### src/rtl/slot_payout.sv
// Slot machine payout engine: scores the latched 3x3 grid one line per cycle, then
// dispenses coins one hopper handshake at a time. Define SLOT_DIAG_EN to also score both diagonals.
module slot_payout #(
  parameter int PAY_W       = 8,
  parameter int TIMEOUT_CYC = 255
) (
  input  logic             clk,
  input  logic             clr,
  input  logic             eval,
  input  logic [2:0]       slot_a1,
  input  logic [2:0]       slot_a2,
  input  logic [2:0]       slot_a3,
  input  logic [2:0]       slot_b1,
  input  logic [2:0]       slot_b2,
  input  logic [2:0]       slot_b3,
  input  logic [2:0]       slot_c1,
  input  logic [2:0]       slot_c2,
  input  logic [2:0]       slot_c3,
  input  logic             hopper_ack,
  output logic             coin_req,
  output logic [PAY_W-1:0] win_total,
  output logic             busy,
  output logic             done,
  output logic             fault
);

  localparam int TMR_W = $clog2(TIMEOUT_CYC + 1);
`ifdef SLOT_DIAG_EN
  localparam logic [3:0] NUM_LINES = 4'd8;
`else
  localparam logic [3:0] NUM_LINES = 4'd6;
`endif
  localparam logic [PAY_W:0]   SAT_MAX  = {1'b0, {PAY_W{1'b1}}};
  localparam logic [TMR_W-1:0] TMR_LAST = TMR_W'(TIMEOUT_CYC - 1);

  typedef enum logic [2:0] {
    ST_IDLE     = 3'd0,
    ST_SCORE    = 3'd1,
    ST_DISPENSE = 3'd2,
    ST_DONE     = 3'd3,
    ST_FAULT    = 3'd4
  } state_t;

  // Three equal symbols pay the symbol code; codes above 4 are blanks.
  function automatic logic [2:0] line_value(input logic [2:0] s0, input logic [2:0] s1,
                                            input logic [2:0] s2);
    logic [2:0] val;
    if ((s0 == s1) && (s1 == s2) && (s0 <= 3'd4)) begin
      val = s0;
    end else begin
      val = 3'd0;
    end
    return val;
  endfunction

  state_t           state_r, state_s;
  logic [2:0]       grid_r [9];
  logic [3:0]       idx_r, idx_s;
  logic [PAY_W-1:0] acc_r, acc_s;
  logic [PAY_W-1:0] rem_r, rem_s;
  logic [TMR_W-1:0] timer_r, timer_s;
  logic             coin_req_r, coin_req_s;
  logic [PAY_W-1:0] win_total_r, win_total_s;
  logic             busy_r, busy_s;
  logic             done_r, done_s;
  logic             fault_r, fault_s;
  logic             grid_load_s;
  logic [2:0]       sym0_s, sym1_s, sym2_s;
  logic [2:0]       line_val_s;
  logic [PAY_W:0]   sum_s;
  logic [PAY_W-1:0] acc_sat_s;

  // Select the three grid cells forming the line currently being scored.
  always_comb begin
    sym0_s = 3'd0;
    sym1_s = 3'd0;
    sym2_s = 3'd0;
    case (idx_r)
      4'd0: begin sym0_s = grid_r[0]; sym1_s = grid_r[1]; sym2_s = grid_r[2]; end
      4'd1: begin sym0_s = grid_r[3]; sym1_s = grid_r[4]; sym2_s = grid_r[5]; end
      4'd2: begin sym0_s = grid_r[6]; sym1_s = grid_r[7]; sym2_s = grid_r[8]; end
      4'd3: begin sym0_s = grid_r[0]; sym1_s = grid_r[3]; sym2_s = grid_r[6]; end
      4'd4: begin sym0_s = grid_r[1]; sym1_s = grid_r[4]; sym2_s = grid_r[7]; end
      4'd5: begin sym0_s = grid_r[2]; sym1_s = grid_r[5]; sym2_s = grid_r[8]; end
`ifdef SLOT_DIAG_EN
      4'd6: begin sym0_s = grid_r[0]; sym1_s = grid_r[4]; sym2_s = grid_r[8]; end
      4'd7: begin sym0_s = grid_r[2]; sym1_s = grid_r[4]; sym2_s = grid_r[6]; end
`endif
      default: begin sym0_s = 3'd0; sym1_s = 3'd0; sym2_s = 3'd0; end
    endcase
  end

  // Saturating accumulate of the current line's payout.
  always_comb begin
    line_val_s = line_value(sym0_s, sym1_s, sym2_s);
    sum_s      = {1'b0, acc_r} + {{(PAY_W-2){1'b0}}, line_val_s};
    if (sum_s > SAT_MAX) begin
      acc_sat_s = {PAY_W{1'b1}};
    end else begin
      acc_sat_s = sum_s[PAY_W-1:0];
    end
  end

  // Next-state and next-output logic; busy/done trail the state by one cycle.
  always_comb begin
    state_s     = state_r;
    idx_s       = idx_r;
    acc_s       = acc_r;
    rem_s       = rem_r;
    timer_s     = timer_r;
    coin_req_s  = coin_req_r;
    win_total_s = win_total_r;
    fault_s     = fault_r;
    grid_load_s = 1'b0;
    busy_s      = (state_r != ST_IDLE);
    done_s      = (state_r == ST_DONE);
    case (state_r)
      ST_IDLE: begin
        if (eval) begin
          grid_load_s = 1'b1;
          acc_s       = {PAY_W{1'b0}};
          idx_s       = 4'd0;
          state_s     = ST_SCORE;
        end else begin
          state_s = ST_IDLE;
        end
      end
      ST_SCORE: begin
        if (idx_r == NUM_LINES) begin
          win_total_s = acc_r;
          if (acc_r == {PAY_W{1'b0}}) begin
            state_s = ST_DONE;
          end else begin
            rem_s      = acc_r;
            timer_s    = {TMR_W{1'b0}};
            coin_req_s = 1'b1;
            state_s    = ST_DISPENSE;
          end
        end else begin
          acc_s = acc_sat_s;
          idx_s = idx_r + 4'd1;
        end
      end
      ST_DISPENSE: begin
        if (coin_req_r) begin
          if (hopper_ack) begin
            rem_s      = rem_r - PAY_W'(1);
            coin_req_s = 1'b0;
            timer_s    = {TMR_W{1'b0}};
            if (rem_r == PAY_W'(1)) begin
              state_s = ST_DONE;
            end else begin
              state_s = ST_DISPENSE;
            end
          end else if (timer_r == TMR_LAST) begin
            timer_s    = timer_r + TMR_W'(1);
            coin_req_s = 1'b0;
            fault_s    = 1'b1;
            state_s    = ST_FAULT;
          end else begin
            timer_s = timer_r + TMR_W'(1);
          end
        end else begin
          // One-cycle gap after each coin; any ack seen here is a stray.
          coin_req_s = 1'b1;
        end
      end
      ST_DONE: begin
        state_s = ST_IDLE;
      end
      ST_FAULT: begin
        coin_req_s = 1'b0;
        fault_s    = 1'b1;
        state_s    = ST_FAULT;
      end
      default: begin
        state_s = ST_IDLE;
      end
    endcase
  end

  // State, counters and registered outputs.
  always_ff @(posedge clk) begin
    if (clr) begin
      state_r     <= ST_IDLE;
      idx_r       <= 4'd0;
      acc_r       <= {PAY_W{1'b0}};
      rem_r       <= {PAY_W{1'b0}};
      timer_r     <= {TMR_W{1'b0}};
      coin_req_r  <= 1'b0;
      win_total_r <= {PAY_W{1'b0}};
      busy_r      <= 1'b0;
      done_r      <= 1'b0;
      fault_r     <= 1'b0;
    end else begin
      state_r     <= state_s;
      idx_r       <= idx_s;
      acc_r       <= acc_s;
      rem_r       <= rem_s;
      timer_r     <= timer_s;
      coin_req_r  <= coin_req_s;
      win_total_r <= win_total_s;
      busy_r      <= busy_s;
      done_r      <= done_s;
      fault_r     <= fault_s;
    end
  end

  // Grid snapshot, taken only when an eval is accepted.
  always_ff @(posedge clk) begin
    if (clr) begin
      for (int i = 0; i < 9; i++) begin
        grid_r[i] <= 3'd0;
      end
    end else if (grid_load_s) begin
      grid_r[0] <= slot_a1;
      grid_r[1] <= slot_a2;
      grid_r[2] <= slot_a3;
      grid_r[3] <= slot_b1;
      grid_r[4] <= slot_b2;
      grid_r[5] <= slot_b3;
      grid_r[6] <= slot_c1;
      grid_r[7] <= slot_c2;
      grid_r[8] <= slot_c3;
    end else begin
      for (int i = 0; i < 9; i++) begin
        grid_r[i] <= grid_r[i];
      end
    end
  end

  assign coin_req  = coin_req_r;
  assign win_total = win_total_r;
  assign busy      = busy_r;
  assign done      = done_r;
  assign fault     = fault_r;

endmodule
### config.mk
export PLATFORM = sky130hd
export DESIGN_NAME = slot_payout
export DESIGN_NICKNAME = d
export VERILOG_FILES = /design/src/rtl/slot_payout.sv
export SDC_FILE = /design/constraint.sdc
export NUM_CORES = 1
export LEC_CHECK = 0
export BUFFER_PORTS_ARGS = -buffer_cell sky130_fd_sc_hd__buf_2
export CELL_PAD_IN_SITES_DETAIL_PLACEMENT = 0
export CELL_PAD_IN_SITES_GLOBAL_PLACEMENT = 1
export CORE_UTILIZATION = 45
export CTS_CLUSTER_DIAMETER = 200
export DETAILED_ROUTE_END_ITERATION = 10
export GPL_TIMING_DRIVEN = 0
export MAX_ROUTING_LAYER = met4
export PLACE_DENSITY = 0.89
export SLEW_MARGIN = 20
export SYNTH_ARGS = -nofsm -noshare
export SYNTH_HDL_FRONTEND = slang
export SYNTH_SLANG_ARGS = --single-unit
### constraint.sdc
create_clock -name clk -period 4.9 [get_ports clk]
set_input_delay 0.49 -clock clk [delete_from_list [all_inputs] [get_ports clk]]
set_output_delay 0.49 -clock clk [all_outputs]
set_load 0.005 [all_outputs]
After elaboration in Yosys (flattened, before gate mapping) --
Memories as Yosys holds them, arrays and structs flattened. Index checks and enable logic that the tools add are counted.
Word-level totals: memory bits (writable) 27, output and inout bits 12, logic and storage cells 145, memories 1, bits of input ports 31, register bits after elaboration 43
Memory list:
- grid_r | depth 9, width 3, rd ports 9, clocked after memory_dff 0, wr ports 9, line 57 | logic [2:0] grid_r [9];
Cells by class: bitwise operators 18, add/sub/neg operators 4, multiplexer cells 67, eq/ne operators 23, reductions and logical operators 20, order comparisons 2
Operators with widths (count):
- two-way mux 8 bit | 11
- two-way mux 3 bit | 23
- one-hot mux 8 bit (2 select lines) | 3
- one-hot mux 3 bit (5 select lines) | 3
- two-way mux 1 bit | 21
- OR 1 bit | 18
- != test 2 bit, second input constant | 8
- == test 4 x 3 -> 1 bit, second input constant | 3
- one-hot mux 3 bit (4 select lines) | 1
- adder 8 x 3 -> 9 bit | 1
- greater-than comparator 9 x 8 -> 1 bit, second input constant | 1
- AND reduction 3 bit | 3
- adder 8 x 1 -> 8 bit, second input constant | 1
- == test 4 x 2 -> 1 bit, second input constant | 2
- == test 8 x 1 -> 1 bit, second input constant | 1
- == test 8 bit, second input constant | 1
- zero test 8 bit | 1
- two-way mux 4 bit | 2
- one-hot mux 4 bit (2 select lines) | 1
- AND reduction 4 bit | 2
- subtractor 8 x 1 -> 8 bit, second input constant | 1
- == test 3 x 2 -> 1 bit, second input constant | 2
- == test 3 bit | 2
- nonzero test 2 bit | 3
- other kinds (15) | 19

Logic depth before layout (Yosys ltp) --
word-level depth 12, depth in mapped cells 17, gate-level depth less buffers 16

Least setup slack after synthesis --
OpenSTA, ideal clock, no wires.
path kind reg2reg, start reg idx_r[0], end reg acc_r[4], required time 4.772 ns, cell stages (with the launch flop) 18, path buffers 1, slack 1.232 ns, arrival time 3.540 ns, cells stage by stage dfxtp_1 > inv_1 > ha_1 > buf_2 > mux2_2 > a222oi_1 > o22a_1 > a211oi_1 > o31ai_1 > nor3_1 > ha_1 > fa_1 > and2_1 > o2111a_1 > nand3_1 > o21ai_0 > a22oi_1 > nor2_1
On the way: cells in the longest elaborated chain, start to end 12, elaborated cells between the ends (all ways) 26, classes of those cells add/sub: 1; order compare: 2; eq/ne: 9; mux: 7; reduce/logical: 7
Ends and longest elaborated chain:
- start: declaration | line 58 | logic [3:0] idx_r, idx_s;
- start signal: assignment | line 197 | idx_r <= idx_s;
- parallel branches: the longest is 12 deep, another holds adder 8 x 3 -> 9 bit
- end signal: assignment | line 187 | acc_r <= {PAY_W{1'b0}};
- end signal: assignment | line 198 | acc_r <= acc_s;
- end: declaration | line 59 | logic [PAY_W-1:0] acc_r, acc_s;
Several ways; the timed one is not identified. The select of a mux whose other input is x is not followed. A chain may end at the register's enable or synchronous reset.

Worst setup path in the final report --
start reg idx_r[0], end reg acc_r[5]
Same word-level chain as after synthesis.

==> impl_metrics.py <==
metrics = {
    "outcome": {
        "status": "completed",
    },
    "synthesis": {
        "yosys-top-cells-count": "dfxtp_1, nor2_1, and2_1",
        "synth_nets": 446,
        "seq_area_frac_synth_pct": 44.1,
        "yosysWarnings": 0,
        "synth_edf_count": 27,
        "synth_seq_cells": 70,
        "synthDistinctLibCells": 61,
        "synthFlopType": "dfxtp_1",
        "avgSynthCellArea_um2": 9.43,
        "synth_top_area_share_pct": 22.7,
        "yosys.cell_count.top_type": "dfxtp_1",
        "syn_inst": 402,
        "synth_largest_area_cell": "dfxtp_1",
        "synthTopCellsByArea": "dfxtp_1, edfxtp_1, and2_1",
        "ys_async_sr_fraction_pct": 0,
        "synth.cell_area_mm2": 0.00379,
    },
    "clocking": {
        "post-cts-setup-buffers": 0,
        "cts_buffer_depth": 2,
        "clkLatencyLatePin_ns": 0.36,
        "cts_tree": "yes",
        "cts-resized-gates": 0,
        "tritoncts.num_buffers": 9,
        "cts_root_buf": "clkbuf_8",
        "clkTransAtPathRegs_ns": 0.08,
        "h-tree-depth": 3,
        "cts_sinks": 70,
        "cts_hold_buf": 0,
    },
    "layout": {
        "drive_above_1_share_pct": 17.6,
        "nFillCells": 768,
        "final_area_mm2": 0.00433,
        "postLayoutCoreUtil_pct": 53.0,
        "syn2layout_area_growth_pct": 14.2,
        "layout.nets": 498,
        "antenna_cells": 0,
        "instances_no_fill": 564,
    },
    "timing": {
        "fin_setup_tns_ns": 0,
        "fin_skew_ns": 0.0122,
        "hold_ws_ns": 0.401,
        "report.final.slew_viol_count": 0,
        "max_freq_mhz": 235,
        "setup_viol": 0,
        "setup_slack_ns": 0.647,
        "worst_slew_pin_slew_ns": 0.852,
        "slew_headroom_pct": 42.9,
        "rsz0062_at_grt": "false",
        "final-hold-violation-count": 0,
        "finalCritPeriodShare_pct": 86.8,
        "layout_min_cycle_time_ns": 4.25,
    },
    "setup_path": {
        "worst-setup-path-type": "flop to flop",
        "crit_arrival_ns": 4.48,
        "worst_ep_required_time_ns": 5.13,
        "cp_max_fo": 10,
        "path_cells": "inv_1 -> ha_1 -> buf_2 -> mux2_2 -> a222oi_1 -> o22a_1 -> a211oi_1 -> o31ai_1 -> nor3_1 -> ha_1 -> fa_1 -> and2_1 -> o2111a_1 -> nand3_1 -> o21ai_0 -> a22oi_1 -> nor2_1",
        "crit_slowest_cell": "a222oi_1",
        "start_kind": "flop",
        "reg2reg_to": "acc_r[5]$_SDFFE_PP0P_",
        "r2r-start": "idx_r[0]$_SDFFE_PP0P_",
        "startpoint": "idx_r[0]$_SDFFE_PP0P_",
        "cp_common_cell": "ha_1",
        "ff2ff_path_depth": 17,
        "rrSetupSlack_ns": 0.65,
        "slowest_delay_ns": 0.49,
        "end_kind": "flop",
        "endpoint": "acc_r[5]$_SDFFE_PP0P_",
    },
    "power": {
        "power_mw": 2.18,
        "p_leak_nw": 1.71,
        "power_density_mw_per_mm2": 505,
        "ir_drop_v": 0.000213,
    },
    "route": {
        "drt_pre_antenna_iters": 4,
        "vias": 3183,
        "viasPerCell": 5.64,
        "totalWireLength_mm": 8.45,
        "wl_per_cell_um": 15.0,
        "drc_errors": 0,
        "drtIter0Drc": 189,
        "ant_nets": 0,
    },
    "global_route": {
        "grt_pass1_wl_mm": 14.0,
        "overflow": 0,
        "grt_max_degree": 32,
        "grt_antenna_before_repair": 0,
        "grt_use_total_pct": 21.2,
        "grt_pass1_vias": 2888,
    },
    "floorplanning": {
        "die-height_um": 93.8,
        "fp-row-count": 33,
        "start_util_pct": 46.4,
        "die_area_mm2": 0.00880,
        "die_w_um": 93.8,
        "core_mm2": 0.00818,
        "ios": 43,
    },
    "placement": {
        "dp_hpwl_mm": 6.06,
        "routabilityCongestion": 0.915,
        "place_area_mm2": 0.00413,
        "place_ws_ns": 0.737,
        "post-place-cells": 548,
        "portBuffers": 41,
    },
    "min_path": {
        "hold_class": "primary input to flop",
    },
    "flow_run": {
        "drv_cap": 0,
    },
}
[critical path: cells and delay by family (launching register included)]
kind	cells	cell delay (ns)
AO/OA/AOI/OAI	7	1.70
flip-flops	1	0.44
adder cells (fa/ha/maj)	3	0.86
buffers and inverters	2	0.30
multiplexers	1	0.29
AND/OR/NAND/NOR	4	0.53
[worst min path at each step]
stage / startpoint / end / slack, ns / depth (start not counted)
after global placement: fault$_SDFFE_PP0P_ / fault$_SDFFE_PP0P_ / 0.44 / 2
after global routing: slot_b3[2] / grid_r[0][17]$_SDFFCE_PN0P_ / 0.40 / 2
final: slot_a3[2] / grid_r[0][8]$_SDFFCE_PN0P_ / 0.40 / 2
after floorplan: fault$_SDFFE_PP0P_ / fault$_SDFFE_PP0P_ / 0.44 / 2
after detailed placement: fault$_SDFFE_PP0P_ / fault$_SDFFE_PP0P_ / 0.45 / 2
after CTS: slot_a1[1] / grid_r[0][1]$_SDFFCE_PN0P_ / 0.39 / 2
[registers in the layout, summed over array words and instances (netlist names)]
signal     flops
grid_r        27
acc_r          8
rem_r          8
timer_r        8
win_total      8
idx_r          4
state_r        3
busy           1
coin_req       1
done           1
fault          1
[where the power goes]
| part | switching, mW | internal [mW] |
|---|---|---|
| Combinational | 0.515 | 0.336 |
| Clock | 0.228 | 0.250 |
| Sequential | 0.102 | 0.754 |
| Total | 0.845 | 1.34 |
[area by class of cell]
cell class	count	area (um2)	share of cell area [%]
plain buffers	24	129	2.98
clock buffers	11	141	3.27
clock inverters	5	57.6	1.33
inverters	11	41.3	0.954
multi-input cells	297	1950	45.1
flip-flops and latches	70	1670	38.6
well taps	105	131	3.03
repair buffers	41	205	4.74
[logic make-up (layout without fill, tap and decap cells)]
group | count (synthesis) | in the layout | synth area share [%]
AO/OA/AOI/OAI | 95 | 95 | 17.9
XOR/XNOR | 11 | 11 | 2.54
adder cells (fa/ha/maj) | 13 | 13 | 4.49
buffers and inverters | 35 | 92 | 4.49
flip-flops | 70 | 70 | 44.1
multiplexers | 12 | 12 | 3.33
AND/OR/NAND/NOR | 166 | 166 | 23.1
[placed cells by master (no fill, tap or decap), types with 3 or more instances in the layout]
| cell | instances |
|---|---|
| a211oi_1 | 8 |
| a21oi_1 | 27 |
| a221oi_1 | 6 |
| a222oi_1 | 3 |
| a22oi_1 | 12 |
| and2_1 | 30 |
| and3_1 | 3 |
| buf_2 | 50 |
| buf_4 | 3 |
| clkbuf_1 | 10 |
| clkbuf_8 | 10 |
| dfxtp_1 | 43 |
| edfxtp_1 | 27 |
| ha_1 | 12 |
| inv_1 | 11 |
| mux2i_1 | 9 |
| nand2_1 | 26 |
| nand2b_1 | 6 |
| nand3_1 | 7 |
| nand3b_1 | 3 |
| nand4_1 | 5 |
| nor2_1 | 42 |
| nor2b_1 | 3 |
| nor3_1 | 14 |
| nor3b_1 | 5 |
| nor4_1 | 6 |
| o21ai_0 | 16 |
| o31ai_1 | 3 |
| xnor2_1 | 4 |
| xor2_1 | 7 |
[metal layers]
layer	track usage, %	part of all wire (%)	up-vias
li1	-	-	1586
met1	27.6	47	1490
met2	31.8	45	94
met3	4.94	5.4	13
met4	8.72	2.2	0
met5	-	0	-
Power figures use the tool's default switching activity.
